===== src/rtl/alu_operand_stage.sv =====
// ID/EX operand register: selects ALU A/B/op from register reads and the instruction word,
// then holds them behind a 2-entry valid/ready skid buffer.
module alu_operand_stage #(
  parameter int DATA_W = 32,
  parameter int OP_W   = 3,
  parameter int CNT_W  = 16
) (
  input  logic              clk,
  input  logic              rst_n,
  input  logic              flush,
  input  logic              in_valid,
  output logic              in_ready,
  input  logic [DATA_W-1:0] in_rs_data,
  input  logic [DATA_W-1:0] in_rt_data,
  input  logic [31:0]       in_instr,
  input  logic [OP_W-1:0]   in_alu_op,
  input  logic              in_is_shift,
  input  logic              in_alu_src,
  input  logic              in_zext,
  output logic              out_valid,
  input  logic              out_ready,
  output logic [DATA_W-1:0] out_a,
  output logic [DATA_W-1:0] out_b,
  output logic [OP_W-1:0]   out_op,
  output logic [CNT_W-1:0]  stall_cnt
);

  typedef enum logic [1:0] {
    EMPTY = 2'd0,
    ONE   = 2'd1,
    TWO   = 2'd2
  } state_t;

  state_t              state_r;
  logic [DATA_W-1:0]   main_a_r, main_b_r, skid_a_r, skid_b_r;
  logic [OP_W-1:0]     main_op_r, skid_op_r;
  logic [CNT_W-1:0]    stall_cnt_r;
  logic [DATA_W-1:0]   new_a_s, new_b_s, imm_s;
  logic                accept_s, fire_s;

  // Extend the 16-bit immediate to operand width; shifts always sign-extend.
  function automatic logic [DATA_W-1:0] ext_imm(input logic [15:0] imm, input logic zext);
    if (zext) begin
      ext_imm = {{(DATA_W-16){1'b0}}, imm};
    end else begin
      ext_imm = {{(DATA_W-16){imm[15]}}, imm};
    end
  endfunction

  // Operand select for the beat currently presented upstream.
  always_comb begin
    imm_s   = ext_imm(in_instr[15:0], in_zext && !in_is_shift);
    new_a_s = in_rs_data;
    new_b_s = in_rt_data;
    if (in_is_shift) begin
      new_a_s = in_rt_data;
      new_b_s = imm_s;
    end else if (in_alu_src) begin
      new_b_s = imm_s;
    end else begin
      new_b_s = in_rt_data;
    end
  end

  assign in_ready  = (state_r != TWO);
  assign out_valid = (state_r != EMPTY);
  assign accept_s  = in_valid && in_ready;
  assign fire_s    = out_valid && out_ready;
  assign out_a     = main_a_r;
  assign out_b     = main_b_r;
  assign out_op    = main_op_r;
  assign stall_cnt = stall_cnt_r;

  // Skid-buffer FSM with main and skid data registers; flush wins over everything.
  always_ff @(posedge clk or negedge rst_n) begin
    if (!rst_n) begin
      state_r   <= EMPTY;
      main_a_r  <= {DATA_W{1'b0}};
      main_b_r  <= {DATA_W{1'b0}};
      main_op_r <= {OP_W{1'b0}};
      skid_a_r  <= {DATA_W{1'b0}};
      skid_b_r  <= {DATA_W{1'b0}};
      skid_op_r <= {OP_W{1'b0}};
    end else if (flush) begin
      state_r <= EMPTY;
    end else begin
      case (state_r)
        EMPTY: begin
          if (accept_s) begin
            state_r   <= ONE;
            main_a_r  <= new_a_s;
            main_b_r  <= new_b_s;
            main_op_r <= in_alu_op;
          end
        end
        ONE: begin
          if (accept_s && fire_s) begin
            main_a_r  <= new_a_s;
            main_b_r  <= new_b_s;
            main_op_r <= in_alu_op;
          end else if (accept_s) begin
            state_r   <= TWO;
            skid_a_r  <= new_a_s;
            skid_b_r  <= new_b_s;
            skid_op_r <= in_alu_op;
          end else if (fire_s) begin
            state_r <= EMPTY;
          end
        end
        TWO: begin
          if (fire_s) begin
            state_r   <= ONE;
            main_a_r  <= skid_a_r;
            main_b_r  <= skid_b_r;
            main_op_r <= skid_op_r;
          end
        end
        default: state_r <= EMPTY;
      endcase
    end
  end

  // Saturating count of stalled cycles; survives flush, cleared only by reset.
  always_ff @(posedge clk or negedge rst_n) begin
    if (!rst_n) begin
      stall_cnt_r <= {CNT_W{1'b0}};
    end else if (out_valid && !out_ready && (stall_cnt_r != {CNT_W{1'b1}})) begin
      stall_cnt_r <= stall_cnt_r + {{(CNT_W-1){1'b0}}, 1'b1};
    end
  end

endmodule


===== config.mk =====
export PLATFORM = sky130hd
export DESIGN_NAME = alu_operand_stage
export DESIGN_NICKNAME = d
export VERILOG_FILES = /design/src/rtl/alu_operand_stage.sv
export SDC_FILE = /design/constraint.sdc
export NUM_CORES = 1
export LEC_CHECK = 0
export BUFFER_PORTS_ARGS = -buffer_cell sky130_fd_sc_hd__buf_2
export CORE_UTILIZATION = 35
export CTS_CLUSTER_DIAMETER = 40
export DETAILED_ROUTE_END_ITERATION = 16
export SKIP_CTS_REPAIR_TIMING = 1
export SYNTH_ARGS = -nofsm -noshare
export SYNTH_HDL_FRONTEND = slang
export SYNTH_SLANG_ARGS = --single-unit

===== constraint.sdc =====
create_clock -name clk -period 2.1 [get_ports clk]
set_clock_uncertainty 0.1 [all_clocks]
set_input_delay 0.21 -clock clk [delete_from_list [all_inputs] [get_ports clk]]
set_output_delay 0.21 -clock clk [all_outputs]
set_load 0.1 [all_outputs]

# Word-level counts from Yosys, hierarchy flattened
# Index checks and enable logic that the tools add are counted.
[word_totals] ff_bits=152 wordCells=59
[op_classes] n_addsub=1 n_eq_ne=11 muxes=23 n_bitwise=2 n_reduce_logical=14
[op_table] cell="$mux W32" count=10
[op_table] cell="$pmux W32 S3" count=2
[op_table] cell="$add A16 B1 Y16 const B" count=1
[op_table] cell="$ne A16 B16 Y1 const B" count=1
[op_table] cell="$mux W2" count=6
[op_table] cell="$mux W3" count=3
[op_table] cell="$ne A3 B3 Y1 const B" count=3
[op_table] cell="$pmux W3 S3" count=1
[op_table] cell="$ne A2 B2 Y1 const B" count=4
[op_table] cell="$reduce_and A4 Y1" count=2
[op_table] cell="$logic_and A1 B1 Y1" count=6
[op_table] cell="$pmux W2 S3" count=1
[op_table] cell="$reduce_and A5 Y1" count=1
[op_table] cell="$ne A4 B4 Y1 const B" count=1
[op_table] cell="$reduce_bool A3 Y1" count=1
[op_table] cell="$eq A2 B1 Y1 const B" count=1
[op_table] cell="$eq A2 B2 Y1 const B" count=1
[op_table] cell="$logic_not A1 Y1" count=2
[op_table] cell="$logic_not A2 Y1" count=1
[op_table] cell="$not A1 Y1" count=2
[op_table] cell="$reduce_bool A2 Y1" count=1

# Logic depth before layout (Yosys ltp)
[depth] depth_word=7 ltp_mapped=7 depth_no_buf=5

# Worst setup path before layout
# Ideal clock, no wire load.
[synth_timing] path_type="register to register" startpoint="register stall_cnt_r[0], in the netlist stall_cnt[0]" endpoint="register stall_cnt_r[1], in the netlist stall_cnt[1]" setup_time_ns=0.126 arrival_ns=2.307 path_slack_ns=-0.433 path_stages_with_launch=6 n_path_buf=0 period_less_slack_ns=2.533 path_cell_list="dfrtp_1 ha_1 nand4_1 nor4_4 nor2_2 mux2_4"
[synth_via] elab_chain_len=2 word_cells_on_any_way=3
[synth_lines] item="start: declaration" line="37" rtl="logic [CNT_W-1:0] stall_cnt_r;"
[synth_lines] item="start signal: assignment" line="126" rtl="stall_cnt_r <= {CNT_W{1'b0}};"
[synth_lines] item="start signal: assignment" line="128" rtl="stall_cnt_r <= stall_cnt_r + {{(CNT_W-1){1'b0}}, 1'b1};"
[synth_lines] item="parallel branches: the longest is 2 deep, another holds $add A16 B1 Y16"
# Parallel ways; which one is timed is not known.
# A chain may end at the register's enable or synchronous reset.

# Worst setup path in the final report
[layout_timing] startpoint="register state_r[1]" endpoint="output in_ready"
[layout_via] elab_chain_len=1
[layout_lines] item="start: declaration" line="34" rtl="state_t state_r;"
[layout_lines] item="start signal: assignment" line="77" rtl="state_r <= EMPTY;"
[layout_lines] item="start signal: assignment" line="85" rtl="state_r <= EMPTY;"
[layout_lines] item="start signal: assignment" line="90" rtl="state_r <= ONE;"
[layout_lines] item="$ne A2 B2 Y1" line="65" rtl="assign in_ready = (state_r != TWO);"
[layout_lines] item="end: declaration" line="12" rtl="output logic in_ready,"
# No other way between the ends.

==> impl_metrics.env <==
export IMPL_r2r_cells=5
export IMPL_final_cell_mix="173 x buf_2, 136 x dfrtp_1, 128 x nand2_1"
export IMPL_p_total_mw=11.5
export IMPL_synth_mux_area_share_pct=19.4
export IMPL_cts_buffer_depth=2
export IMPL_status="finished, violations left"
export IMPL_async_flop_share_pct=100
export IMPL_ys_types=42
export IMPL_grt_overflow=0
export IMPL_seq_power_share_pct=35.1
export IMPL_cts_root_buffer="clkbuf_16"
export IMPL_violations="hold timing"
export IMPL_die_y_um=146
export IMPL_power_density_nw_per_um2=1240
export IMPL_start_util_pct=35.9
export IMPL_netlist_area_um2=7290
export IMPL_clock_latency_ns=0.42
export IMPL_dr_pass1_iters=4
export IMPL_globalRouteTotalUtil_pct=17.8
export IMPL_ant_nets=0
export IMPL_routabilityCongestion=0.808
export IMPL_clk_pin_slew_ns=0.07
export IMPL_layout_commonest_cell="buf_2"
export IMPL_synth_fp_nets=798
export IMPL_nets=974
export IMPL_htree_levels=4
export IMPL_holdPathStages=3
export IMPL_hold_path_class="in2reg"
export IMPL_setup_ws_ns=0.108
export IMPL_post_route_period_util_pct=94.9
export IMPL_grt_max_degree=133
export IMPL_routedWlPerCell_um=15.8
export IMPL_setup_viol=0
export IMPL_critPathKind="reg2out"
export IMPL_worstReg2RegStart="state_r[1]"
export IMPL_synthSimpleGateAreaFrac_pct=11.3
export IMPL_port_buffers=175
export IMPL_yosysWarnings=0
export IMPL_die_x_um=146
export IMPL_peakVddDrop_mv=0.966
export IMPL_synthesis_instances=690
export IMPL_dpl_hpwl_um=12600
export IMPL_finalCriticalPeriod_ns=1.99
export IMPL_first_iter_violations=234
export IMPL_drc=0
export IMPL_maxCapViolations=0
export IMPL_wirelength_um=18200
export IMPL_end_kind="output pin"
export IMPL_fillerInstances=1994
export IMPL_setup_tns_ns=0
export IMPL_cts_tree="yes"
export IMPL_final_util_pct=45.5
export IMPL_num_rows=52
export IMPL_synth_fa_ha_area_share_pct=0.172
export IMPL_place_ws_ns=0.209
export IMPL_placed_cell_area_um2=8580
export IMPL_synth_xor_area_share_pct=1.68
export IMPL_crit_required_ns=1.79
export IMPL_yosysTopAreaCell="dfrtp_1"
export IMPL_area_growth_syn_to_layout_pct=26.7
export IMPL_p_leak_nw=4.47
export IMPL_drive_gt1_share_pct=37.2
export IMPL_synthTopCellsByArea="dfrtp_1 52%, o21ai_0 7.7%, mux2i_1 6.7%"
export IMPL_core_um2=20300
export IMPL_cts_sinks=152
export IMPL_holdPathEnd="skid_b_r[14]"
export IMPL_cp_arrival_ns=1.68
export IMPL_max_freq_ghz=0.502
export IMPL_maxSlewViolCount=0
export IMPL_ioPinCount=192
export IMPL_power_frac_clock_pct=26.9
export IMPL_grt_pass1_wl_um=29800
export IMPL_p_int_mw=6.30
export IMPL_switching_share_pct=45.1
export IMPL_cp_start_kind="flip-flop"
export IMPL_antenna_found_initial=3
export IMPL_ys_flop_type="dfrtp_1"
export IMPL_die_area_um2=21400
export IMPL_timing_hold_ws_ns=-0.00717
export IMPL_tightest_slew_ns=0.575
export IMPL_synth_avg_cell_area_um2=10.6
export IMPL_synth_top_cell_area_share_pct=52.2
export IMPL_combPwrFrac_pct=38.1
export IMPL_hold_start="in_instr[14]"
export IMPL_rrSetupSlack_ns=0.21
export IMPL_synth_top_family_by_area="multiplexers"
export IMPL_viasPerCell=4.85
export IMPL_synth_edff_count=0
export IMPL_power_switching_mw=5.16
export IMPL_relSlewSlack_pct=61.6
export IMPL_hold_viol_final=1
export IMPL_rr_endpoint="out_b[29]"
export IMPL_dp_cells=1111
export IMPL_synth_compound_area_share_pct=11.7
export IMPL_yosysSeqAreaShare_pct=52.2
export IMPL_grt_pass1_vias=5469
export IMPL_via_count=5585
export IMPL_cts_buffers=17
export IMPL_stdcell_count=1152
export IMPL_synth_seq_cells=152
export IMPL_finish_instance_area_um2=9240
export IMPL_crit_fanout=7
[per-layer routing]
metal	vias up	share of wire, %	global-route usage [%]
met3	38	6.1	5.28
li1	2745	-	-
met4	4	2.3	6.82
met5	-	0.15	0
met2	134	46	27.0
met1	2664	46	24.0
[Yosys cell counts (all sizes together) (2+ instances only)]
| cell | count |
|---|---|
| dfrtp | 152 |
| nand2 | 129 |
| o21ai | 113 |
| mux2 | 72 |
| a21oi | 49 |
| mux2i | 49 |
| buf | 33 |
| nor2 | 23 |
| clkbuf | 15 |
| xor2 | 12 |
| nand4 | 6 |
| nor3 | 5 |
| nor4 | 5 |
| and3 | 3 |
| nor3b | 3 |
| inv | 2 |
| nand3 | 2 |
| nor2b | 2 |
| xnor2 | 2 |
[worst max path at each step]
stage	start	to	cells after the start
floorplan	stall_cnt[0]	stall_cnt[1]	5
global placement	state_r[1]	out_b[26]	5
detailed placement	state_r[1]	out_b[28]	5
CTS	state_r[1]	in_ready	4
global route	state_r[1]	in_ready	4
finish	state_r[1]	in_ready	4
[sequential cells by signal (all words and copies together), names as in the netlist]
signal,count
skid_a_r,32
out_a,32
out_op,3
state_r,2
skid_op_r,3
out_b,32
skid_b_r,32
stall_cnt,16
[critical path: stages (launching register included)]
cell	delay, ns
dfrtp_1	0.45
nor2b_4	0.26
inv_1	0.08
buf_4	0.18
clkbuf_4	0.28
[power by group through the flow]
stage                     sequential, mW  clock (mW)  combinational [mW]
final                               4.02        3.08                4.36
after global routing                4.12        3.29                4.58
after CTS                           4.02        3.18                4.39
after detailed placement            4.07           0                4.39
after global placement              4.04           0                4.34
after floorplan                     6.59           0               0.978
[layout make-up]
cell class / count / area [um^2] / area share, %
Inverter: 2 / 7.51 / 0.0812
Antenna cell: 3 / 7.51 / 0.0812
Timing Repair Buffer: 205 / 1210 / 13.1
Tap cell: 270 / 338 / 3.66
Multi-Input combinational cell: 488 / 3260 / 35.3
Sequential cell: 152 / 3820 / 41.4
Clock inverter: 14 / 153 / 1.65
Clock buffer: 18 / 439 / 4.75
[cells by family (layout without fill, tap and decap cells)]
family	Yosys count	count (layout)
flip-flops	152	152
AO/OA/AOI/OAI	167	167
adder cells (fa/ha/maj)	1	1
XOR/XNOR	14	14
multiplexers	121	121
buffers and inverters	50	239
other	0	3
AND/OR/NAND/NOR	185	185
No activity file was read; power rests on OpenSTA's default activity.
